**src/rtl/fpmul_rr_arbiter_pkg.sv**
```systemverilog
// Shared types for the FPmul round-robin front end: widths, latency default,
// the in-flight tag record and the grant selection rule.
package fpmul_rr_arbiter_pkg;

  localparam int FP_W        = 32;
  localparam int MUL_LAT_DEF = 4;
  localparam int REQ_ID_W    = 1;

  typedef logic [REQ_ID_W-1:0] req_id_t;

  localparam req_id_t REQ0 = 1'b0;
  localparam req_id_t REQ1 = 1'b1;

  // One tag travels alongside each operand pair through FPmul.
  typedef struct packed {
    logic    valid;
    req_id_t id;
  } tag_t;

  localparam tag_t TAG_NONE = '{valid: 1'b0, id: REQ0};

  // Round-robin choice: a lone requester always wins; on contention the
  // requester that did not win last time goes next.
  function automatic tag_t pick_grant(input logic v0, input logic v1, input req_id_t last);
    tag_t g;
    g = TAG_NONE;
    if (v0 && v1) begin
      g.valid = 1'b1;
      g.id    = (last == REQ0) ? REQ1 : REQ0;
    end else if (v0) begin
      g.valid = 1'b1;
      g.id    = REQ0;
    end else if (v1) begin
      g.valid = 1'b1;
      g.id    = REQ1;
    end
    return g;
  endfunction

endpackage

```
**src/rtl/fpmul_rr_arbiter_if.sv**
```systemverilog
// Bundle of requester handshakes, result pulses and the FPmul operand/result bus.
// Handshake: a transfer occurs at a rising edge where reqN_valid && reqN_ready;
// a/b must stay stable while valid is high and ready is low; results are
// one-cycle pulses with no backpressure.
interface fpmul_rr_arbiter_if import fpmul_rr_arbiter_pkg::*; ();

  logic            req0_valid;
  logic            req0_ready;
  logic [FP_W-1:0] req0_a;
  logic [FP_W-1:0] req0_b;
  logic            req1_valid;
  logic            req1_ready;
  logic [FP_W-1:0] req1_a;
  logic [FP_W-1:0] req1_b;
  logic            res0_valid;
  logic [FP_W-1:0] res0_z;
  logic            res1_valid;
  logic [FP_W-1:0] res1_z;
  logic [FP_W-1:0] FP_A;
  logic [FP_W-1:0] FP_B;
  logic [FP_W-1:0] FP_Z;
  logic            busy;

  // Client/FPmul side.
  modport master (
    output req0_valid, req0_a, req0_b,
    output req1_valid, req1_a, req1_b,
    output FP_Z,
    input  req0_ready, req1_ready,
    input  res0_valid, res0_z, res1_valid, res1_z,
    input  FP_A, FP_B, busy
  );

  // Arbiter side.
  modport slave (
    input  req0_valid, req0_a, req0_b,
    input  req1_valid, req1_a, req1_b,
    input  FP_Z,
    output req0_ready, req1_ready,
    output res0_valid, res0_z, res1_valid, res1_z,
    output FP_A, FP_B, busy
  );

endinterface

```
**src/rtl/fpmul_rr_arbiter_tag_pipe.sv**
```systemverilog
// Fixed-depth shift register of tags that mirrors FPmul's pipeline so each
// tag leaves exactly when its product appears on FP_Z.
module fpmul_rr_arbiter_tag_pipe
  import fpmul_rr_arbiter_pkg::*;
#(
  parameter int DEPTH = MUL_LAT_DEF
) (
  input  logic clk,
  input  logic rst,
  input  tag_t tag_in,
  output tag_t tag_out,
  output logic any_valid
);

  tag_t stages [DEPTH];

  always_ff @(posedge clk) begin
    if (rst) begin
      for (int i = 0; i < DEPTH; i++) stages[i] <= TAG_NONE;
    end else begin
      stages[0] <= tag_in;
      for (int i = 1; i < DEPTH; i++) stages[i] <= stages[i-1];
    end
  end

  always_comb begin
    any_valid = 1'b0;
    for (int i = 0; i < DEPTH; i++) any_valid = any_valid | stages[i].valid;
  end

  assign tag_out = stages[DEPTH-1];

endmodule

```
**src/rtl/fpmul_rr_arbiter.sv**
```systemverilog
// Two-requester round-robin front end for one shared, stall-free FPmul:
// grants one operand pair per cycle and steers each product back by tag.
module fpmul_rr_arbiter
  import fpmul_rr_arbiter_pkg::*;
#(
  parameter int MUL_LAT = MUL_LAT_DEF
) (
  input  logic                 clk,
  input  logic                 rst,
  fpmul_rr_arbiter_if.slave    bus
);

  req_id_t last_grant;
  tag_t    grant;
  tag_t    issue_tag;
  tag_t    pipe_out;
  logic    pipe_busy;

  // Nothing is granted while reset is held, so no transfer can slip in.
  always_comb begin
    grant = pick_grant(bus.req0_valid, bus.req1_valid, last_grant);
    if (rst) grant = TAG_NONE;
  end

  assign bus.req0_ready = grant.valid && (grant.id == REQ0);
  assign bus.req1_ready = grant.valid && (grant.id == REQ1);

  // issue_tag rides with FP_A/FP_B; the pipe then covers FPmul's MUL_LAT stages.
  always_ff @(posedge clk) begin
    if (rst) begin
      bus.FP_A   <= '0;
      bus.FP_B   <= '0;
      last_grant <= REQ1;
      issue_tag  <= TAG_NONE;
    end else begin
      issue_tag <= grant;
      if (grant.valid) begin
        last_grant <= grant.id;
        bus.FP_A   <= (grant.id == REQ1) ? bus.req1_a : bus.req0_a;
        bus.FP_B   <= (grant.id == REQ1) ? bus.req1_b : bus.req0_b;
      end
    end
  end

  fpmul_rr_arbiter_tag_pipe #(
    .DEPTH (MUL_LAT)
  ) u_tag_pipe (
    .clk       (clk),
    .rst       (rst),
    .tag_in    (issue_tag),
    .tag_out   (pipe_out),
    .any_valid (pipe_busy)
  );

  // Result demux: the unaddressed requester keeps its last product.
  always_ff @(posedge clk) begin
    if (rst) begin
      bus.res0_valid <= 1'b0;
      bus.res1_valid <= 1'b0;
      bus.res0_z     <= '0;
      bus.res1_z     <= '0;
    end else begin
      bus.res0_valid <= pipe_out.valid && (pipe_out.id == REQ0);
      bus.res1_valid <= pipe_out.valid && (pipe_out.id == REQ1);
      if (pipe_out.valid && (pipe_out.id == REQ0)) bus.res0_z <= bus.FP_Z;
      if (pipe_out.valid && (pipe_out.id == REQ1)) bus.res1_z <= bus.FP_Z;
    end
  end

  assign bus.busy = issue_tag.valid | pipe_busy;

endmodule

```
**src/flat_wrapper.sv**
```systemverilog
// flat-port wrapper written by rule: the top's interface ports become plain ports
module fpmul_rr_arbiter_flat import fpmul_rr_arbiter_pkg::*;
#(
  parameter int MUL_LAT = MUL_LAT_DEF
)
  (clk, rst, bus_req0_valid, bus_req0_a, bus_req0_b, bus_req1_valid, bus_req1_a, bus_req1_b, bus_FP_Z, bus_req0_ready, bus_req1_ready, bus_res0_valid, bus_res0_z, bus_res1_valid, bus_res1_z, bus_FP_A, bus_FP_B, bus_busy);
  fpmul_rr_arbiter_if bus_i ();
  input  logic clk;
  input  logic rst;
  input wire logic [$bits(bus_i.req0_valid)-1:0] bus_req0_valid;
  input wire logic [$bits(bus_i.req0_a)-1:0] bus_req0_a;
  input wire logic [$bits(bus_i.req0_b)-1:0] bus_req0_b;
  input wire logic [$bits(bus_i.req1_valid)-1:0] bus_req1_valid;
  input wire logic [$bits(bus_i.req1_a)-1:0] bus_req1_a;
  input wire logic [$bits(bus_i.req1_b)-1:0] bus_req1_b;
  input wire logic [$bits(bus_i.FP_Z)-1:0] bus_FP_Z;
  output wire logic [$bits(bus_i.req0_ready)-1:0] bus_req0_ready;
  output wire logic [$bits(bus_i.req1_ready)-1:0] bus_req1_ready;
  output wire logic [$bits(bus_i.res0_valid)-1:0] bus_res0_valid;
  output wire logic [$bits(bus_i.res0_z)-1:0] bus_res0_z;
  output wire logic [$bits(bus_i.res1_valid)-1:0] bus_res1_valid;
  output wire logic [$bits(bus_i.res1_z)-1:0] bus_res1_z;
  output wire logic [$bits(bus_i.FP_A)-1:0] bus_FP_A;
  output wire logic [$bits(bus_i.FP_B)-1:0] bus_FP_B;
  output wire logic [$bits(bus_i.busy)-1:0] bus_busy;
  assign bus_i.req0_valid = bus_req0_valid;
  assign bus_i.req0_a = bus_req0_a;
  assign bus_i.req0_b = bus_req0_b;
  assign bus_i.req1_valid = bus_req1_valid;
  assign bus_i.req1_a = bus_req1_a;
  assign bus_i.req1_b = bus_req1_b;
  assign bus_i.FP_Z = bus_FP_Z;
  assign bus_req0_ready = bus_i.req0_ready;
  assign bus_req1_ready = bus_i.req1_ready;
  assign bus_res0_valid = bus_i.res0_valid;
  assign bus_res0_z = bus_i.res0_z;
  assign bus_res1_valid = bus_i.res1_valid;
  assign bus_res1_z = bus_i.res1_z;
  assign bus_FP_A = bus_i.FP_A;
  assign bus_FP_B = bus_i.FP_B;
  assign bus_busy = bus_i.busy;
  fpmul_rr_arbiter #(.MUL_LAT(MUL_LAT)) u_core (.clk(clk), .rst(rst), .bus(bus_i));
endmodule
```
**config.mk**
```make
export PLATFORM = sky130hd
export DESIGN_NAME = fpmul_rr_arbiter_flat
export DESIGN_NICKNAME = d
export VERILOG_FILES = /design/src/rtl/fpmul_rr_arbiter_pkg.sv /design/src/rtl/fpmul_rr_arbiter_if.sv /design/src/rtl/fpmul_rr_arbiter_tag_pipe.sv /design/src/rtl/fpmul_rr_arbiter.sv /design/src/flat_wrapper.sv
export SDC_FILE = /design/constraint.sdc
export NUM_CORES = 1
export LEC_CHECK = 0
export CAP_MARGIN = 25
export CORE_ASPECT_RATIO = 0.7
export CORE_UTILIZATION = 42
export CTS_BUF_LIST = sky130_fd_sc_hd__clkbuf_8
export DETAILED_ROUTE_END_ITERATION = 10
export PLACE_DENSITY_LB_ADDON = 0.12
export SLEW_MARGIN = 5
export SYNTH_ARGS = -nofsm -noshare
export SYNTH_HDL_FRONTEND = slang
export SYNTH_SLANG_ARGS = --single-unit
```
**constraint.sdc**
```tcl
create_clock -name clk -period 3.35 [get_ports clk]
set_clock_uncertainty 0.15 [all_clocks]
set_input_delay 0.67 -clock clk [delete_from_list [all_inputs] [get_ports clk]]
set_output_delay 0.67 -clock clk [all_outputs]
set_load 0.05 [all_outputs]
```
==> flow_summary_export.csv, run 1 <==
group,metric,value,unit
cts,clk_pin_slew,80,ps
job,cap_viol_max_count,0,
finish,design.final.nets,1042,
synth,syn_nets,780,
finish,fraction_of_layout_cells_with_a_size_suffix_above_1,6.40,%
critical_path,critical_path.slowest_cell,"sky130_fd_sc_hd__buf_4",
sta,sum_of_negative_setup_slack,0,ps
critical_path,worst_setup_path_startpoint,"bus_req0_valid",
detailed_routing,wl,18800,um
cts,clock_tree.root_cell,"sky130_fd_sc_hd__clkbuf_8",
finish,multi_input_area,2210,sq um
sta,rsz0062_at_grt,"false",
synth,syn_avg_cell_area,9.10,sq um
die,std_cell_rows,34,
worst_hold_path,min_from,"u_core.u_tag_pipe.stages[0][0]",
critical_path,cp_cell_sequence,"clkdlybuf4s50_1 > nand2_2 > and3b_4 > buf_4 > buf_12",
synth,fraction_of_the_yosys_area_taken_by_sequential_cells,50.4,%
critical_path,setup.worst_path.start_class,"input port",
detailed_routing,sum_of_routed_wire_segments_on_met1,7470,um
sta,max_freq,312,MHz
sta,fin_worst_hold_slack,287,ps
detailed_routing,routed.top_layer,"met4",
cts,post_cts_resized,0,
finish,register_area,2820,sq um
detailed_routing,routed-via-count,5718,
placement,place_congestion,0.806,
global_routing,grt_remaining_overflow,0,
cts,cts.path.max_buffers,2,
global_routing,maximum_number_of_pins_on_one_net_before_global_route_repair,112,
synth,seq_cells_post_synth,141,
sta,drv_slew,0,
synth,synth.yosys.warnings,0,
sta,fin_crit_sh,95.7,%
critical_path,timing.reg2reg.setup_slack,1560,ps
detailed_routing,drt-vias-per-instance,5.44,
cts,holdBufCountCts,0,
global_routing,number_of_global_route_vias_before_repair,5665,
die,start_util,44.1,%
critical_path,worst-path-buf-inv,3,
global_routing,grt_first_pass_wirelength,29200,um
power,power_density,458,nW/um^2
critical_path,end_kind,"output port",
cts,cts_made_buffers,17,
cts,clock_latency,420,ps
critical_path,worst_path_largest_cell_delay,590,ps
power,leakagePower,3.34,nW
finish,antennaDiodeCount,0,
detailed_routing,remaining_number_of_nets_flagged_by_the_antenna_check_after_routing,0,
placement,number_of_buffers_added_on_ports,296,
die,die_y,98.7,um
detailed_routing,post-route-drc-count,0,
synth,synth_cell_type_count,22,
detailed_routing,amount_of_wire_on_met3_after_detailed_routing,1660,um
synth,post_synth_instance_area,5610,sq um
status,run_status,"complete, no violations",
cts,clock_tree_from_tritoncts,"yes",
die,num_io_pins,297,
detailed_routing,firstDrtPassIters,5,
critical_path,crit_arrival,2390,ps
cts,cts.sink_count,141,
detailed_routing,detailedRoute.firstIterationViolations,356,
critical_path,required_time_at_the_endpoint_of_the_critical_path,2530,ps
global_routing,antenna_found_initial,0,
finish,syn_to_final_growth,60.8,%
worst_hold_path,timing.hold.worst.class,"reg2reg",
sta,min_period,3210,ps
cts,post_cts_setup_repair_bufs,0,
die,core-area,12700,sq um
critical_path,worst_r2r_startpoint,"u_core.last_grant",
critical_path,timing.critical_path.max_delay_family,"buffers and inverters",
sta,final-hold-violation-count,0,
critical_path,criticalPathCategory,"in2out",
die,floorplan.die.width,140,um
sta,worst_case_headroom_to_the_max_slew_limit,51.2,%
power,ir_worst_vdd,0.293,mV
cts,cts.htree.levels,4,
sta,timing_worst_slew_pin_value,732,ps
sta,setup_viol,0,
detailed_routing,wl_per_cell,17.8,um
die,die_area,13800,sq um
global_routing,groute.usage.overall,26.8,%
synth,syn_inst,616,
finish,nFillCells,951,
detailed_routing,routed-wl-met2,9150,um
placement,place.detailed.hpwl,12500,um
critical_path,critical_path.max_fanout,65,
==> layer usage <==
layer,global-route usage [%],vias to the layer above
li1,-,2732
met1,31.2,2680
met2,46.0,269
met3,8.55,37
met4,10.3,0
met5,0,-
==> final cells by class <==
type                    count  area share (%)
flip-flops and latches    141            31.3
clock inverters            14            2.15
inverters                  64            2.67
multi-input cells         346            24.5
repair buffers            308            34.5
well taps                 162            2.25
clock buffers              17            2.60
==> registers in the layout, summed over array words and instances, names as in the netlist <==
signal	flops
u_core.bus.FP_A	32
u_core.bus.FP_B	32
u_core.bus.res0_z	32
u_core.bus.res1_z	32
u_core.u_tag_pipe.stages	8
u_core.issue_tag	2
u_core.bus.res0_valid	1
u_core.bus.res1_valid	1
u_core.last_grant	1
==> final timing paths <==
path                               endpoint  cells past startpoint
max                          bus_req1_ready                      5
min          u_core.u_tag_pipe.stages[1][0]                      1
max reg2reg             u_core.bus.FP_B[27]                      4
min reg2reg  u_core.u_tag_pipe.stages[1][0]                      1
==> per-stage QoR <==
step | worst slack, ps | power (mW) | utilization [%] | std cells | cell area, sq um
after floorplan | 101 | 2.29 | - | 616 | 5610
after global placement | 195 | 2.67 | 67.0 | 1019 | 8530
after detailed placement | 181 | 2.68 | 67.3 | 1020 | 8560
after CTS | 170 | 4.15 | 70.6 | 1051 | 8980
after global routing | 93.2 | 4.29 | 70.8 | 1052 | 9010
final | 144 | 4.13 | 70.8 | 1052 | 9010
==> cells in the final DEF (no fill, tap or decap), types with 2 or more instances in the layout <==
cell type                         instances
sky130_fd_sc_hd__a2111oi_0               56
sky130_fd_sc_hd__a2111oi_1                2
sky130_fd_sc_hd__a2111oi_2                6
sky130_fd_sc_hd__a21oi_1                 64
sky130_fd_sc_hd__a221o_1                 64
sky130_fd_sc_hd__buf_12                   2
sky130_fd_sc_hd__buf_16                   2
sky130_fd_sc_hd__buf_4                   11
sky130_fd_sc_hd__bufinv_16                4
sky130_fd_sc_hd__clkbuf_8                17
sky130_fd_sc_hd__clkdlybuf4s50_1        292
sky130_fd_sc_hd__clkinv_4                 2
sky130_fd_sc_hd__clkinvlp_4               4
sky130_fd_sc_hd__dfxtp_1                141
sky130_fd_sc_hd__inv_1                   65
sky130_fd_sc_hd__inv_6                    2
sky130_fd_sc_hd__nand2_1                130
sky130_fd_sc_hd__nand2b_1                 2
sky130_fd_sc_hd__nor2_1                   4
sky130_fd_sc_hd__nor2b_1                  8
sky130_fd_sc_hd__nor3_1                   2
==> kinds of logic (layout without fill, tap and decap cells) <==
kind of cell / Yosys count / in the layout / share of synthesized area [%]
buf+inv: 129 / 403 / 10.3
simple gates: 153 / 153 / 11.4
flops: 141 / 141 / 50.4
compound gates: 193 / 193 / 27.9
==> cell usage after synthesis, drive strengths merged <==
cell | n | area share [%]
and3b | 2 | 0.38
o21ai | 1 | 0.089
nand2b | 2 | 0.22
dfxtp | 141 | 50
and2 | 1 | 0.11
nor2 | 5 | 0.38
clkbuf | 45 | 3.0
a221o | 64 | 11
buf | 20 | 3.0
a21oi | 64 | 5.7
nor3 | 3 | 0.47
nand2 | 131 | 8.8
nor2b | 9 | 1.0
a2111oi | 64 | 11
inv | 64 | 4.3
==> power breakdown <==
part	internal, mW	switching [mW]
sequential	1.75	0.0465
clock	0.810	0.664
combinational	0.377	0.477
total	2.94	1.19
Power figures use the tool's default switching activity.
==> inputs of run 2 (changes only) <==
Settings changed: CELL_PAD_IN_SITES_DETAIL_PLACEMENT from default to 1, CELL_PAD_IN_SITES_GLOBAL_PLACEMENT from default to 1, CORE_UTILIZATION 42 to 31, PLACE_DENSITY_LB_ADDON 0.12 to 0.1.
==> flow_summary_export.csv, run 2 (synthesized netlist as in run 1, its figures left out) <==
group,metric,value,unit
cts,clk_pin_slew,80,ps
placement,number_of_buffers_added_on_ports,296,
placement,place_area,8650,sq um
power,ir_worst_vdd,0.227,mV
status,run_status,"complete, no violations",
critical_path,worst_path_largest_cell_delay,540,ps
placement,post-place-ws,341,ps
power,leakagePower,3.32,nW
cts,cts.htree.levels,4,
cts,cts.sink_count,141,
cts,holdBufCountCts,0,
finish,final_cell_area,9030,sq um
critical_path,setup.worst_path.start_class,"input port",
worst_hold_path,hold_depth,1,
power,internal_power,2.75,mW
sta,final-hold-violation-count,0,
die,start_util,32.2,%
cts,post_cts_setup_repair_bufs,0,
critical_path,critical_path.slowest_cell,"sky130_fd_sc_hd__clkdlybuf4s50_1",
worst_hold_path,min_to,"u_core.u_tag_pipe.stages[1][0]",
power,p_switching,1.26,mW
die,die_area,18600,sq um
critical_path,end_kind,"output port",
critical_path,worst_r2r_startpoint,"u_core.last_grant",
critical_path,worst-path-buf-inv,3,
finish,highest_count_cells_in_the_layout_ignoring_fill_and_taps,"sky130_fd_sc_hd__clkdlybuf4s50_1, sky130_fd_sc_hd__dfxtp_1, sky130_fd_sc_hd__nand2_1, sky130_fd_sc_hd__inv_1",
cts,cts_made_buffers,17,
detailed_routing,drt-vias-per-instance,5.16,
global_routing,maximum_number_of_pins_on_one_net_before_global_route_repair,97,
detailed_routing,detailedRoute.firstIterationViolations,453,
critical_path,timing.critical_path.max_delay_family,"buffers and inverters",
die,floorplan.die.width,163,um
detailed_routing,routed-via-count,5799,
critical_path,criticalPathCategory,"in2out",
finish,nFillCells,1996,
die,num_io_pins,297,
sta,sum_of_negative_setup_slack,0,ps
sta,fin_worst_hold_slack,297,ps
cts,clock_tree_from_tritoncts,"yes",
power,p_clk_share,33.5,%
sta,fin_crit_sh,89.8,%
job,cap_viol_max_count,0,
critical_path,required_time_at_the_endpoint_of_the_critical_path,2530,ps
detailed_routing,firstDrtPassIters,4,
finish,layout.cells.most_common,"sky130_fd_sc_hd__clkdlybuf4s50_1",
sta,rsz0062_at_grt,"false",
sta,max_freq,332,MHz
cts,clock_tree.root_cell,"sky130_fd_sc_hd__clkbuf_8",
global_routing,grt_remaining_overflow,0,
worst_hold_path,timing.hold.worst.class,"reg2reg",
die,std_cell_rows,40,
finish,syn_to_final_growth,61.1,%
critical_path,crit_arrival,2190,ps
critical_path,timing.reg2reg.setup_slack,1450,ps
finish,antennaDiodeCount,0,
cts,clock_latency,450,ps
sta,setup_viol,0,
sta,min_period,3010,ps
critical_path,worst_r2r_endpoint,"u_core.bus.FP_B[4]",
power,power.share.combinational,21.6,%
finish,fraction_of_layout_cells_with_a_size_suffix_above_1,6.61,%
critical_path,reg2regPathDepth,4,
detailed_routing,remaining_number_of_nets_flagged_by_the_antenna_check_after_routing,0,
power,power_density,444,nW/um^2
power,power.switching_fraction,31.4,%
finish,utilization,51.8,%
sta,finalWorstSetupSlack,341,ps
detailed_routing,wl,21300,um
critical_path,cp_cell_sequence,"clkdlybuf4s50_1 > nand2_2 > and3b_4 > buf_4 > buf_12",
detailed_routing,post-route-drc-count,0,
global_routing,number_of_global_route_vias_before_repair,6076,
sta,worst_case_headroom_to_the_max_slew_limit,30.3,%
global_routing,grt_first_pass_wirelength,33000,um
sta,drv_slew,0,
cts,post_cts_resized,0,
die,core-area,17400,sq um
global_routing,groute.usage.overall,22.9,%
power,seq_power_share,44.9,%
cts,cts.path.max_buffers,2,
placement,place.detailed.hpwl,14500,um
die,die_y,115,um
detailed_routing,wl_per_cell,19.0,um
critical_path,critical_path.max_fanout,19,
global_routing,antenna_found_initial,0,
sta,timing_worst_slew_pin_value,1040,ps
placement,place_congestion,0.799,
finish,design.final.nets,1043,
worst_hold_path,min_from,"u_core.u_tag_pipe.stages[0][0]",
[run 2: cell count changes in the layout (fill, tap and decap cells not counted), sizes merged]
cell	change
inv	+4
buf	+1
clkinvlp	-2
bufinv	-3
clkinv	+1
clkbuf	+1
[run 2: layout make-up]
class	instances	area, sq um	area share [%]
multi-input cells	346	2210	24.5
inverters	64	240	2.66
repair buffers	309	3090	34.2
clock buffers	18	248	2.74
flip-flops and latches	141	2820	31.3
clock inverters	14	131	1.46
well taps	231	289	3.20
[run 2: per-layer routing]
metal	global-route usage, %	share of wire, %	up-vias
met5	0	0	-
met4	9.47	2.8	0
met3	7.61	8.1	44
met2	37.9	47	224
met1	27.2	43	2808
li1	-	-	2723
[run 2: how the worst max path moves through the flow]
stage | from | end | depth (start not counted)
3_3_place_gp | bus_req0_valid | bus_req0_ready | 5
4_1_cts | bus_req0_valid | bus_req0_ready | 5
6_report | bus_req0_valid | bus_req1_ready | 5
3_5_place_dp | bus_req0_valid | bus_req1_ready | 5
5_1_grt | bus_req0_valid | bus_req1_ready | 5
2_1_floorplan | rst | bus_req0_ready | 4
[run 2: power groups by stage]
stage               clock (mW)  sequential, mW  combinational (mW)
finish                    1.34            1.80               0.863
global route              1.47            1.81               0.906
CTS                       1.39            1.80               0.866
detailed placement           0            1.84               0.863
global placement             0            1.83               0.845
floorplan                    0            2.08               0.206
[run 2: per-stage QoR]
stage	power (mW)	instances
after floorplan	2.29	616
after global placement	2.68	1091
after detailed placement	2.70	1091
after CTS	4.05	1123
after global routing	4.18	1123
final	4.00	1123
==> inputs of run 3 (changes only) <==
Settings changed: SETUP_SLACK_MARGIN from default to 0.02.
==> results of run 3 <==
No change in the layout: final DEF, timing and power equal those of run 2.
